--- src/rtl/fg_strobe_emulator.sv ---
// Frame-grabber strobe emulator: emits a programmable train of fg strobes on a
// start edge and measures the rise-to-trigger latency of the returned trigger.
module fg_strobe_emulator #(
  parameter int CNT_W = 32,
  parameter int IDX_W = 16
) (
  input  logic             clock,
  input  logic             reset_signal,
  input  logic             start_signal,
  input  logic             abort,
  input  logic [CNT_W-1:0] fg_period,
  input  logic [CNT_W-1:0] fg_pulse_len,
  input  logic [IDX_W-1:0] fg_count,
  input  logic [CNT_W-1:0] resp_timeout,
  input  logic             trigger_in,
  output logic             fg_signal,
  output logic             busy,
  output logic [IDX_W-1:0] frame_idx,
  output logic [CNT_W-1:0] latency,
  output logic             latency_valid,
  output logic             timeout_pulse,
  output logic             cfg_error,
  output logic [IDX_W-1:0] spurious_cnt,
  output logic [7:0]       scenario_state
);

  typedef enum logic [1:0] {
    IDLE        = 2'd0,
    STROBE_HIGH = 2'd1,
    STROBE_LOW  = 2'd2
  } state_t;

  state_t state, state_next;

  logic start_s1, start_s2;
  logic trig_s1, trig_s2;
  logic start_edge, trig_edge;

  logic [CNT_W-1:0] period_cfg;
  logic [CNT_W-1:0] pulse_cfg;
  logic [IDX_W-1:0] count_cfg;
  logic [CNT_W-1:0] timeout_cfg;

  logic [CNT_W-1:0] phase;
  logic [CNT_W-1:0] resp_cnt;
  logic             awaiting;

  logic cfg_ok, last_high, last_low, last_frame;
  logic rise, launch, reject, train_end, timeout_hit;

  // Two-flop synchronizers for the asynchronous start and trigger inputs.
  always_ff @(posedge clock or posedge reset_signal) begin
    if (reset_signal) begin
      start_s1 <= 1'b0;
      start_s2 <= 1'b0;
      trig_s1  <= 1'b0;
      trig_s2  <= 1'b0;
    end else begin
      start_s1 <= start_signal;
      start_s2 <= start_s1;
      trig_s1  <= trigger_in;
      trig_s2  <= trig_s1;
    end
  end

  assign start_edge = start_s1 & ~start_s2;
  assign trig_edge  = trig_s1 & ~trig_s2;

  assign cfg_ok     = (fg_pulse_len != '0) && (fg_period > fg_pulse_len);
  assign last_high  = (phase == pulse_cfg - CNT_W'(1));
  assign last_low   = (phase == period_cfg - CNT_W'(1));
  assign last_frame = (count_cfg != '0) && (frame_idx == count_cfg - IDX_W'(1));

  always_comb begin
    state_next = state;
    rise       = 1'b0;
    launch     = 1'b0;
    reject     = 1'b0;
    if (abort) begin
      state_next = IDLE;
    end else begin
      case (state)
        IDLE: begin
          if (start_edge) begin
            if (cfg_ok) begin
              state_next = STROBE_HIGH;
              rise       = 1'b1;
              launch     = 1'b1;
            end else begin
              reject = 1'b1;
            end
          end
        end
        STROBE_HIGH: begin
          if (last_high) state_next = STROBE_LOW;
        end
        STROBE_LOW: begin
          if (last_low) begin
            if (last_frame) begin
              state_next = IDLE;
            end else begin
              state_next = STROBE_HIGH;
              rise       = 1'b1;
            end
          end
        end
        default: state_next = IDLE;
      endcase
    end
  end

  // Leaving for IDLE at the end of a train closes the window without a timeout.
  assign train_end   = (state != IDLE) && (state_next == IDLE);
  assign timeout_hit = awaiting && (timeout_cfg != '0) && (resp_cnt == timeout_cfg) && !train_end;

  always_ff @(posedge clock or posedge reset_signal) begin
    if (reset_signal) begin
      state     <= IDLE;
      fg_signal <= 1'b0;
      busy      <= 1'b0;
      cfg_error <= 1'b0;
    end else begin
      state     <= state_next;
      fg_signal <= (state_next == STROBE_HIGH);
      busy      <= (state_next != IDLE);
      cfg_error <= reject;
    end
  end

  always_ff @(posedge clock or posedge reset_signal) begin
    if (reset_signal) begin
      period_cfg  <= '0;
      pulse_cfg   <= '0;
      count_cfg   <= '0;
      timeout_cfg <= '0;
    end else if (state == IDLE && start_edge) begin
      period_cfg  <= fg_period;
      pulse_cfg   <= fg_pulse_len;
      count_cfg   <= fg_count;
      timeout_cfg <= resp_timeout;
    end
  end

  // Phase restarts at every rise; frame_idx wraps naturally in continuous mode.
  always_ff @(posedge clock or posedge reset_signal) begin
    if (reset_signal) begin
      phase     <= '0;
      frame_idx <= '0;
    end else begin
      if (rise) begin
        phase <= '0;
      end else if (state != IDLE) begin
        phase <= phase + CNT_W'(1);
      end
      if (launch) begin
        frame_idx <= '0;
      end else if (rise) begin
        frame_idx <= frame_idx + IDX_W'(1);
      end
    end
  end

  // A trigger edge coinciding with a new rise is settled against the old
  // window first; the new window assignment below then takes over.
  always_ff @(posedge clock or posedge reset_signal) begin
    if (reset_signal) begin
      resp_cnt      <= '0;
      awaiting      <= 1'b0;
      latency       <= '0;
      latency_valid <= 1'b0;
      timeout_pulse <= 1'b0;
      spurious_cnt  <= '0;
    end else begin
      latency_valid <= 1'b0;
      timeout_pulse <= 1'b0;
      if (abort) begin
        awaiting <= 1'b0;
      end else begin
        if (awaiting) resp_cnt <= resp_cnt + CNT_W'(1);
        if (state != IDLE && trig_edge) begin
          if (awaiting) begin
            latency       <= resp_cnt;
            latency_valid <= 1'b1;
            awaiting      <= 1'b0;
          end else if (spurious_cnt != '1) begin
            spurious_cnt <= spurious_cnt + IDX_W'(1);
          end
        end else if (timeout_hit) begin
          timeout_pulse <= 1'b1;
          awaiting      <= 1'b0;
        end
        if (train_end) awaiting <= 1'b0;
        if (rise) begin
          resp_cnt <= '0;
          awaiting <= 1'b1;
        end
        if (launch) spurious_cnt <= '0;
      end
    end
  end

  assign scenario_state = {6'b0, state};

endmodule

--- config.mk ---
export PLATFORM = sky130hd
export DESIGN_NAME = fg_strobe_emulator
export DESIGN_NICKNAME = d
export VERILOG_FILES = /design/src/rtl/fg_strobe_emulator.sv
export SDC_FILE = /design/constraint.sdc
export NUM_CORES = 1
export LEC_CHECK = 0
export CELL_PAD_IN_SITES_DETAIL_PLACEMENT = 2
export CELL_PAD_IN_SITES_GLOBAL_PLACEMENT = 2
export CORE_UTILIZATION = 36
export CTS_BUF_LIST = sky130_fd_sc_hd__clkbuf_4 sky130_fd_sc_hd__clkbuf_8 sky130_fd_sc_hd__clkbuf_16
export CTS_CLUSTER_DIAMETER = 100
export DETAILED_ROUTE_END_ITERATION = 10
export PLACE_DENSITY_LB_ADDON = 0.1
export SYNTH_ARGS = -nofsm -noshare
export SYNTH_HDL_FRONTEND = slang
export SYNTH_SLANG_ARGS = --single-unit
--- constraint.sdc ---
create_clock -name clock -period 11.85 [get_ports clock]
set_clock_uncertainty 0.05 [all_clocks]
set_input_delay 1.7775 -clock clock [delete_from_list [all_inputs] [get_ports clock]]
set_output_delay 1.7775 -clock clock [all_outputs]
set_load 0.03 [all_outputs]
==> flow_metrics.env, run 1 <==
export IMPL_intPower_uw=1900
export IMPL_ir_worst_vdd_mv=0.112
export IMPL_critPathTopFamily="compound AO/OA/AOI/OAI gates"
export IMPL_power_switching_uw=870
export IMPL_clk_latency_ns=0.59
export IMPL_gr_total_overflow=0
export IMPL_slew_headroom=0.370
export IMPL_power_frac_comb=0.204
export IMPL_crit_path_start="fg_pulse_len[1]"
export IMPL_gp_congestion=0.840
export IMPL_worstRegToRegCells=12
export IMPL_fin_area_um2=18000
export IMPL_nNetsFinal=1768
export IMPL_cp_start_kind="primary input"
export IMPL_synth_top_flop_cell="dfrtp_1"
export IMPL_holdCritStartpoint="trig_s1"
export IMPL_die_w_um=203
export IMPL_synth_avg_cell_area_um2=9.99
export IMPL_synth_seq_cells=252
export IMPL_clock_sinks=252
export IMPL_power_uw=2770
export IMPL_crit_slowest_cell="clkdlybuf4s50_1"
export IMPL_dr_pass1_iters=5
export IMPL_core_area_um2=39700
export IMPL_dp_cells=2105
export IMPL_dp_hpwl_um=35200
export IMPL_postCtsSetupBuffers=0
export IMPL_vias_per_cell=5.41
export IMPL_io_buffer_count=187
export IMPL_grt_pass1_wl_um=75200
export IMPL_power_frac_clock=0.380
export IMPL_synthCells=1454
export IMPL_synth_warnings=0
export IMPL_ys_types=63
export IMPL_placed_area_um2=16900
export IMPL_min_path_cells=0
export IMPL_dp_slack_ns=5.56
export IMPL_fmax_ghz=0.178
export IMPL_drive_above_1_share=0.138
export IMPL_worstPathArrival_ns=6.09
export IMPL_syn_to_final_growth_pct=24.0
export IMPL_synth_edf_count=0
export IMPL_route_vias_total=11707
export IMPL_start_util=0.365
export IMPL_dieArea_um2=41100
export IMPL_synth_top_area_share=0.434
export IMPL_worst_path_stages=14
export IMPL_fin_tns_setup_ns=0
export IMPL_row_count=73
export IMPL_ctsHtreeMaxLevel=1
export IMPL_root_buffer="clkbuf_16"
export IMPL_cts_resized=0
export IMPL_synth_area_um2=14500
export IMPL_drv_cap=0
export IMPL_antenna_left=0
export IMPL_post_route_period_util=0.474
export IMPL_yosysTopAreaCell="dfrtp_1"
export IMPL_path_buf_inv=4
export IMPL_grt_pass1_vias=13218
export IMPL_cp_required_ns=12.32
export IMPL_setup_violations=0
export IMPL_die_h_um=203
export IMPL_p_leak_uw=0.00756
export IMPL_drc=0
export IMPL_ys_seq_area_frac=0.434
export IMPL_cts_buffers=30
export IMPL_ioPinCount=194
export IMPL_rrSetupSlack_ns=6.84
export IMPL_finalWirelength_um=47500
export IMPL_worst_pin_slew_ns=0.944
export IMPL_synth_most_common_cell="dfrtp_1"
export IMPL_antenna_found_initial=3
export IMPL_clk_path_buf_depth=3
export IMPL_final_setup_worst_slack_ns=6.23
export IMPL_avgRoutedWirePerCell_um=21.9
export IMPL_hold_violations=0
export IMPL_hold_path_class="flip-flop to flip-flop"
export IMPL_synth_top_cells_by_area="dfrtp_1 43%, mux2_2 11%, xor2_1 7.8%"
export IMPL_cellPowerDensity_nw_per_um2=154
export IMPL_synth_async_reset_ratio=1.00
export IMPL_p_seq_frac=0.416
export IMPL_switching_share=0.314
export IMPL_synth_common_cells="252 x dfrtp_1, 152 x nor2_1, 138 x mux2_2"
export IMPL_end_kind="flip-flop"
export IMPL_cts_tree="built"
export IMPL_dr_first_iter_drc_count=522
export IMPL_status="complete, no violations"
export IMPL_cp_cell_sequence="clkdlybuf4s50_1 > inv_1 > ha_1 > nor2b_1 > o21a_1 > o21ai_0 > a21oi_1 > o31a_1 > o41ai_1 > a2111oi_2 > buf_4 > or2_2 > buf_4 > nor2_1"
export IMPL_worst_path_max_fanout=42
export IMPL_grt_total_usage=0.234
export IMPL_max_stage_delay_ns=0.72
export IMPL_final_cell_count_no_fill=2162
export IMPL_r2r_start="period_cfg[0]"
export IMPL_fillers=4229
export IMPL_slew_viol_final=0
export IMPL_worst_setup_path_type="primary input to flip-flop"
export IMPL_min_period_ns=5.62
export IMPL_grt_max_degree=168
export IMPL_holdBufCountCts=0
export IMPL_clk_pin_slew_worst_paths_ns=0.06
export IMPL_critPathMostFrequentCell="buf_4"
export IMPL_rsz0062_at_grt="false"
## per-layer routing
metal	share of wire	up-vias	global-route usage
li1	-	5415	-
met1	0.43	6005	0.290
met2	0.49	197	0.404
met3	0.042	86	0.0430
met4	0.037	4	0.0830
met5	0.00055	-	0
## sequential cells by signal, indices dropped and copies added, names as in the netlist, 2 cells and up
register	cells
count_cfg	16
frame_idx	16
latency	32
period_cfg	32
phase	32
pulse_cfg	32
resp_cnt	32
spurious_cnt	16
state	2
timeout_cfg	32
## power by group through the flow
stage | clock network, µW | logic, µW | registers, µW
floorplan | 0 | 408 | 1090
global placement | 0 | 542 | 1160
detailed placement | 0 | 565 | 1170
CTS | 1070 | 575 | 1150
global route | 1110 | 622 | 1180
finish | 1050 | 565 | 1150
## final cells by class
type / count / area (µm²) / area share
tap: 525 / 657 / 0.0365
timing repair buffer: 198 / 1970 / 0.109
inverter: 52 / 203 / 0.0113
antenna: 1 / 2.50 / 0.000139
multi-input combinational: 1078 / 7730 / 0.429
clock buffer: 45 / 907 / 0.0504
clock inverter: 11 / 234 / 0.0130
sequential: 252 / 6310 / 0.350
## cells by family after synthesis
kind of cell,count (synthesis),synth area share
AND/OR/NAND/NOR,517,0.185
flip-flops,252,0.434
XOR/XNOR,215,0.130
AO/OA/AOI/OAI,157,0.0702
multiplexers,144,0.111
buffers and inverters,129,0.0354
adder cells (fa/ha/maj),39,0.0336
other,1,0.000258
## cell usage in the layout, fill, tap and decap left out, types with 7 or more instances in the layout
cell type        instances
inv_1                   51
a21oi_1                 37
nand2_1                 74
buf_4                   10
xnor2_1                 86
and3_1                  18
o31ai_1                 12
nor2_1                 152
clkdlybuf4s50_1        187
clkbuf_8                 7
nand3b_1                 7
dfrtp_1                252
nor4_1                  39
mux2_2                 138
a21o_1                  12
nor3_1                  34
clkbuf_16               30
or3_1                   19
nand2b_1                10
nand4_1                 48
o21ai_0                 39
and2_1                   7
or4_1                   12
clkbuf_4                 8
nor2b_1                 14
ha_1                    39
xor2_1                 129
nand3_1                 47
a31oi_1                  7
## final timing paths
kind                               endpoint
max                            resp_cnt[10]
min                                 trig_s2
max reg2reg                    resp_cnt[10]
min in group asynchronous  spurious_cnt[15]
max in group asynchronous    period_cfg[18]
min reg2reg                         trig_s2
## stage by stage
stage / utilization / hold WS [ns]
after CTS: 0.453 / 0.347
after global routing: 0.453 / 0.364
after global placement: 0.424 / 0.304
final: 0.453 / 0.346
after floorplan: - / 0.297
after detailed placement: 0.424 / 0.332
## worst register-to-register path, cell delays in order, from the launching register on
cell	delay, ns
dfrtp_1	0.44
inv_1	0.11
ha_1	0.25
nor4b_2	0.47
nand4_1	0.37
or3b_2	0.55
o21ai_0	0.23
nand4_1	0.17
or3_1	0.48
nor4_4	0.53
or2_2	0.58
buf_4	0.53
nor2_1	0.14
Power figures use the tool's default switching activity.
==> run 2, diff against run 1 <==
==> constraint.sdc (replaced) <==
create_clock -name clock -period 5.2 [get_ports clock]
set_clock_uncertainty 0.05 [all_clocks]
set_input_delay 0.78 -clock clock [delete_from_list [all_inputs] [get_ports clock]]
set_output_delay 0.78 -clock clock [all_outputs]
set_load 0.03 [all_outputs]
==> flow_metrics.env, run 2 (synthesis gave the netlist of run 1 again) <==
export IMPL_status="complete, no violations"
export IMPL_holdBufCountCts=0
export IMPL_antenna_left=0
export IMPL_final_cell_count_no_fill=2176
export IMPL_final_cell_mix="252 x dfrtp_1, 187 x clkdlybuf4s50_1, 152 x nor2_1"
export IMPL_cts_tree="built"
export IMPL_avgRoutedWirePerCell_um=21.7
export IMPL_switching_share=0.317
export IMPL_row_count=73
export IMPL_slew_headroom=0.127
export IMPL_intPower_uw=4200
export IMPL_cp_required_ns=5.61
export IMPL_cts_resized=0
export IMPL_dp_cells=2117
export IMPL_finalWirelength_um=47300
export IMPL_grt_pass1_vias=13144
export IMPL_slew_viol_final=0
export IMPL_route_vias_total=11694
export IMPL_ioPinCount=194
export IMPL_hold_violations=0
export IMPL_worstPathArrival_ns=4.92
export IMPL_grt_total_usage=0.233
export IMPL_finish_utilization=0.454
export IMPL_power_frac_comb=0.208
export IMPL_gp_congestion=0.848
export IMPL_grt_max_degree=114
export IMPL_fmax_ghz=0.221
export IMPL_root_buffer="clkbuf_16"
export IMPL_io_buffer_count=187
export IMPL_dp_hpwl_um=35900
export IMPL_cp_cell_sequence="inv_1 > ha_1 > nor4b_2 > buf_4 > nand4_1 > or3b_2 > o21ai_0 > nand4_1 > or3_1 > nor4_4 > buf_4 > o2111ai_1 > buf_4 > o31ai_1 > a21oi_1"
export IMPL_core_area_um2=39700
export IMPL_cts_buffers=30
export IMPL_rsz0062_at_grt="false"
export IMPL_min_period_ns=4.51
export IMPL_worst_path_max_fanout=7
export IMPL_die_h_um=203
export IMPL_fin_tns_setup_ns=0
export IMPL_final_common_cell="dfrtp_1"
export IMPL_power_frac_clock=0.364
export IMPL_vias_per_cell=5.37
export IMPL_max_stage_delay_ns=0.55
export IMPL_final_setup_worst_slack_ns=0.685
export IMPL_fillers=4219
export IMPL_p_leak_uw=0.00759
export IMPL_power_switching_uw=1950
export IMPL_syn_to_final_growth_pct=24.3
export IMPL_postCtsSetupBuffers=0
export IMPL_clk_path_buf_depth=3
export IMPL_drc=0
export IMPL_crit_slowest_cell="or3b_2"
export IMPL_multi_input_comb_area_um2=7730
export IMPL_cp_start_kind="flip-flop"
export IMPL_gr_total_overflow=0
export IMPL_clk_latency_ns=0.59
export IMPL_setup_violations=0
export IMPL_drv_cap=0
export IMPL_clock_sinks=252
export IMPL_clk_pin_slew_worst_paths_ns=0.06
export IMPL_dr_first_iter_drc_count=460
export IMPL_dieArea_um2=41100
export IMPL_dr_pass1_iters=4
export IMPL_critPathMostFrequentCell="buf_4"
export IMPL_ctsHtreeMaxLevel=1
export IMPL_drive_above_1_share=0.144
export IMPL_ir_worst_vdd_mv=0.238
export IMPL_whs_ns=0.318
export IMPL_antenna_found_initial=4
export IMPL_die_w_um=203
export IMPL_hold_path_class="flip-flop to flip-flop"
export IMPL_worst_setup_path_type="flip-flop to flip-flop"
export IMPL_seqCellArea_um2=6310
export IMPL_start_util=0.365
export IMPL_nNetsFinal=1780
export IMPL_grt_pass1_wl_um=75200
export IMPL_p_seq_frac=0.428
export IMPL_cellPowerDensity_nw_per_um2=341
export IMPL_dp_slack_ns=0.584
export IMPL_end_kind="flip-flop"
export IMPL_worst_pin_slew_ns=1.30
export IMPL_post_route_period_util=0.868
==> run 2: changes by cell type in the layout (fill, tap and decap cells not counted), moves of 2 or more <==
cell        delta
buf_12         +2
buf_4         +10
bufinv_16      -3
clkinv_2       +2
clkinvlp_4     +2
diode_2        +2
==> run 2: layer usage <==
metal,up-vias,global-route usage,wire [µm]
met2,173,0.406,23400
met5,-,0,12
met4,2,0.0722,1480
met3,64,0.0355,1640
li1,5439,-,-
met1,6016,0.296,20800
==> run 2: worst max-delay path: cells and delay by family (launching register included) <==
| kind | cells | cell delay (ns) |
|---|---|---|
| and+or+nand+nor | 6 | 2.06 |
| AOI/OAI and AO/OA | 4 | 0.87 |
| buffers and inverters | 4 | 0.73 |
| DFF | 1 | 0.45 |
| adders and majority gates | 1 | 0.25 |
==> run 2: worst paths after layout <==
kind | start | to | slack [ns] | depth (start not counted)
min in group asynchronous | reset_signal | frame_idx[15] | 0.66 | 3
worst min register to register | trig_s1 | trig_s2 | 0.32 | 0
max in group asynchronous | reset_signal | pulse_cfg[18] | 3.43 | 4
worst max register to register | period_cfg[0] | frame_idx[14] | 0.69 | 15
worst max-delay path | period_cfg[0] | frame_idx[14] | 0.69 | 15
worst min-delay path | trig_s1 | trig_s2 | 0.32 | 0
==> run 2: area by class of cell <==
class | count | area share
Antenna cell | 3 | 0.000416
Clock buffer | 46 | 0.0510
Clock inverter | 10 | 0.00845
Inverter | 52 | 0.0110
Multi-Input combinational cell | 1078 | 0.428
Sequential cell | 252 | 0.349
Tap cell | 525 | 0.0364
Timing Repair Buffer | 210 | 0.115
==> run 2: through the flow <==
stage	power [µW]	cell area, µm²
floorplan	3410	14500
global placement	3890	17000
detailed placement	3950	17000
CTS	6250	18000
global route	6460	18000
finish	6150	18100
==> run 2: power groups by stage <==
stage	Combinational [µW]	Clock [µW]	Sequential, µW
2_1_floorplan	929	0	2480
3_3_place_gp	1240	0	2650
3_5_place_dp	1290	0	2670
4_1_cts	1300	2310	2640
5_1_grt	1420	2360	2680
6_report	1280	2240	2640
==> run 3, diff against run 2 <==
--- a/config.mk
+++ b/config.mk
@@ -12,6 +12,8 @@
 export CTS_CLUSTER_DIAMETER = 100
 export DETAILED_ROUTE_END_ITERATION = 10
 export PLACE_DENSITY_LB_ADDON = 0.1
+export REMOVE_ABC_BUFFERS = 1
+export SLEW_MARGIN = 20
 export SYNTH_ARGS = -nofsm -noshare
 export SYNTH_HDL_FRONTEND = slang
 export SYNTH_SLANG_ARGS = --single-unit
==> flow_metrics.env, run 3 (synthesis gave the netlist of run 1 again) <==
export IMPL_status="complete, no violations"
export IMPL_clk_pin_slew_worst_paths_ns=0.06
export IMPL_grt_max_degree=133
export IMPL_dieArea_um2=41100
export IMPL_power_switching_uw=2010
export IMPL_drive_above_1_share=0.144
export IMPL_hold_path_class="flip-flop to flip-flop"
export IMPL_worst_setup_path_type="flip-flop to flip-flop"
export IMPL_fin_area_um2=18100
export IMPL_syn_to_final_growth_pct=24.3
export IMPL_core_area_um2=39700
export IMPL_worstPathArrival_ns=4.93
export IMPL_postCtsSetupBuffers=0
export IMPL_end_kind="flip-flop"
export IMPL_root_buffer="clkbuf_16"
export IMPL_switching_share=0.322
export IMPL_crit_slowest_cell="nor4_1"
export IMPL_path_buf_inv=0
export IMPL_gr_total_overflow=0
export IMPL_cellPowerDensity_nw_per_um2=346
export IMPL_intPower_uw=4230
export IMPL_min_period_ns=4.46
export IMPL_clk_latency_ns=0.59
export IMPL_cts_tree="built"
export IMPL_power_frac_comb=0.209
export IMPL_drc=0
export IMPL_holdBufCountCts=0
export IMPL_gp_congestion=0.837
export IMPL_setup_violations=0
export IMPL_n_antenna_cell=0
export IMPL_final_common_cell="dfrtp_1"
export IMPL_antenna_left=0
export IMPL_grt_pass1_vias=13199
export IMPL_dr_first_iter_drc_count=424
export IMPL_rsz0062_at_grt="false"
export IMPL_clock_sinks=252
export IMPL_io_buffer_count=187
export IMPL_slew_headroom=0.325
export IMPL_dp_hpwl_um=36200
export IMPL_vias_per_cell=5.38
export IMPL_final_cell_mix="252 x dfrtp_1, 187 x clkdlybuf4s50_1, 152 x nor2_1"
export IMPL_p_leak_uw=0.00760
export IMPL_whs_ns=0.330
export IMPL_grt_total_usage=0.236
export IMPL_start_util=0.365
export IMPL_worst_pin_slew_ns=1.01
export IMPL_cts_resized=0
export IMPL_hold_violations=0
export IMPL_critPathTopFamily="simple AND/OR/NAND/NOR gates"
export IMPL_ioPinCount=194
export IMPL_ir_worst_vdd_mv=0.311
export IMPL_cp_cell_sequence="nor4_1 > nand4_1 > or3_1 > o31ai_1 > o2111ai_1 > or4_4 > nor4_4 > nor2_1 > or4_1 > a21oi_1"
export IMPL_worst_path_max_fanout=9
export IMPL_cp_required_ns=5.67
export IMPL_fmax_ghz=0.224
export IMPL_fin_tns_setup_ns=0
export IMPL_p_seq_frac=0.419
export IMPL_row_count=73
export IMPL_cp_start_kind="flip-flop"
export IMPL_grt_pass1_wl_um=76200
export IMPL_placed_area_um2=17000
export IMPL_avgRoutedWirePerCell_um=22.1
export IMPL_ctsHtreeMaxLevel=1
export IMPL_route_vias_total=11677
export IMPL_die_w_um=203
export IMPL_post_route_period_util=0.858
export IMPL_cts_buffers=31
export IMPL_nNetsFinal=1778
export IMPL_max_stage_delay_ns=0.66
export IMPL_finalWirelength_um=48000
export IMPL_drv_cap=0
export IMPL_die_h_um=203
export IMPL_power_frac_clock=0.372
export IMPL_antenna_found_initial=0
export IMPL_slew_viol_final=0
export IMPL_clk_path_buf_depth=3
export IMPL_dr_pass1_iters=4
run 3: cell count changes in the layout (fill, tap and decap cells not counted), moves of 2 or more:
| cell | previous run | this run |
|---|---|---|
| clkinv_2 | 5 | 9 |
| clkbuf_4 | 8 | 4 |
| buf_4 | 20 | 17 |
| clkbuf_8 | 8 | 6 |
| clkinvlp_4 | 2 | 0 |
| diode_2 | 3 | 0 |
run 3: through the flow:
stage	setup slack, ns	total power, µW	std cells	util
floorplan	-5.87	3400	1382	-
finish	0.736	6250	2171	0.454
detailed placement	0.730	3960	2114	0.427
global route	0.347	6550	2171	0.454
CTS	0.717	6330	2171	0.454
global placement	0.787	3900	2114	0.427
run 3: cell type report:
class                           instances  area (µm²)
Fill cell                            4203       21700
Multi-Input combinational cell       1078        7740
Timing Repair Buffer                  207        2060
Inverter                               52         203
Tap cell                              525         657
Sequential cell                       252        6310
Clock buffer                           41         888
Clock inverter                         16         203
run 3: power by group through the flow:
stage | Clock (µW) | Sequential (µW) | Combinational, µW
after global routing | 2440 | 2670 | 1440
final | 2320 | 2620 | 1300
after CTS | 2380 | 2620 | 1320
after global placement | 0 | 2640 | 1260
after floorplan | 0 | 2540 | 859
after detailed placement | 0 | 2650 | 1300
run 3: worst paths after layout:
path	start	cells past startpoint	to	slack [ns]
worst min register to register	trig_s1	0	trig_s2	0.33
worst min-delay path	trig_s1	0	trig_s2	0.33
worst max register to register	period_cfg[4]	10	frame_idx[15]	0.74
max in group asynchronous	reset_signal	3	period_cfg[16]	3.28
min in group asynchronous	reset_signal	2	spurious_cnt[5]	0.72
worst max-delay path	period_cfg[4]	10	frame_idx[15]	0.74
run 3: metal layers:
layer,GRT usage,share of wire
met1,0.301,0.44
met2,0.414,0.50
met3,0.0337,0.032
met4,0.0663,0.028
met5,0,0
run 3: worst reg2reg max path, stage by stage, from the launching register on:
cell and delay (ns):
dfrtp_1 0.45, nor4_1 0.66, nand4_1 0.36, or3_1 0.44
o31ai_1 0.27, o2111ai_1 0.16, or4_4 0.50, nor4_4 0.53
nor2_1 0.26, or4_1 0.55, a21oi_1 0.16
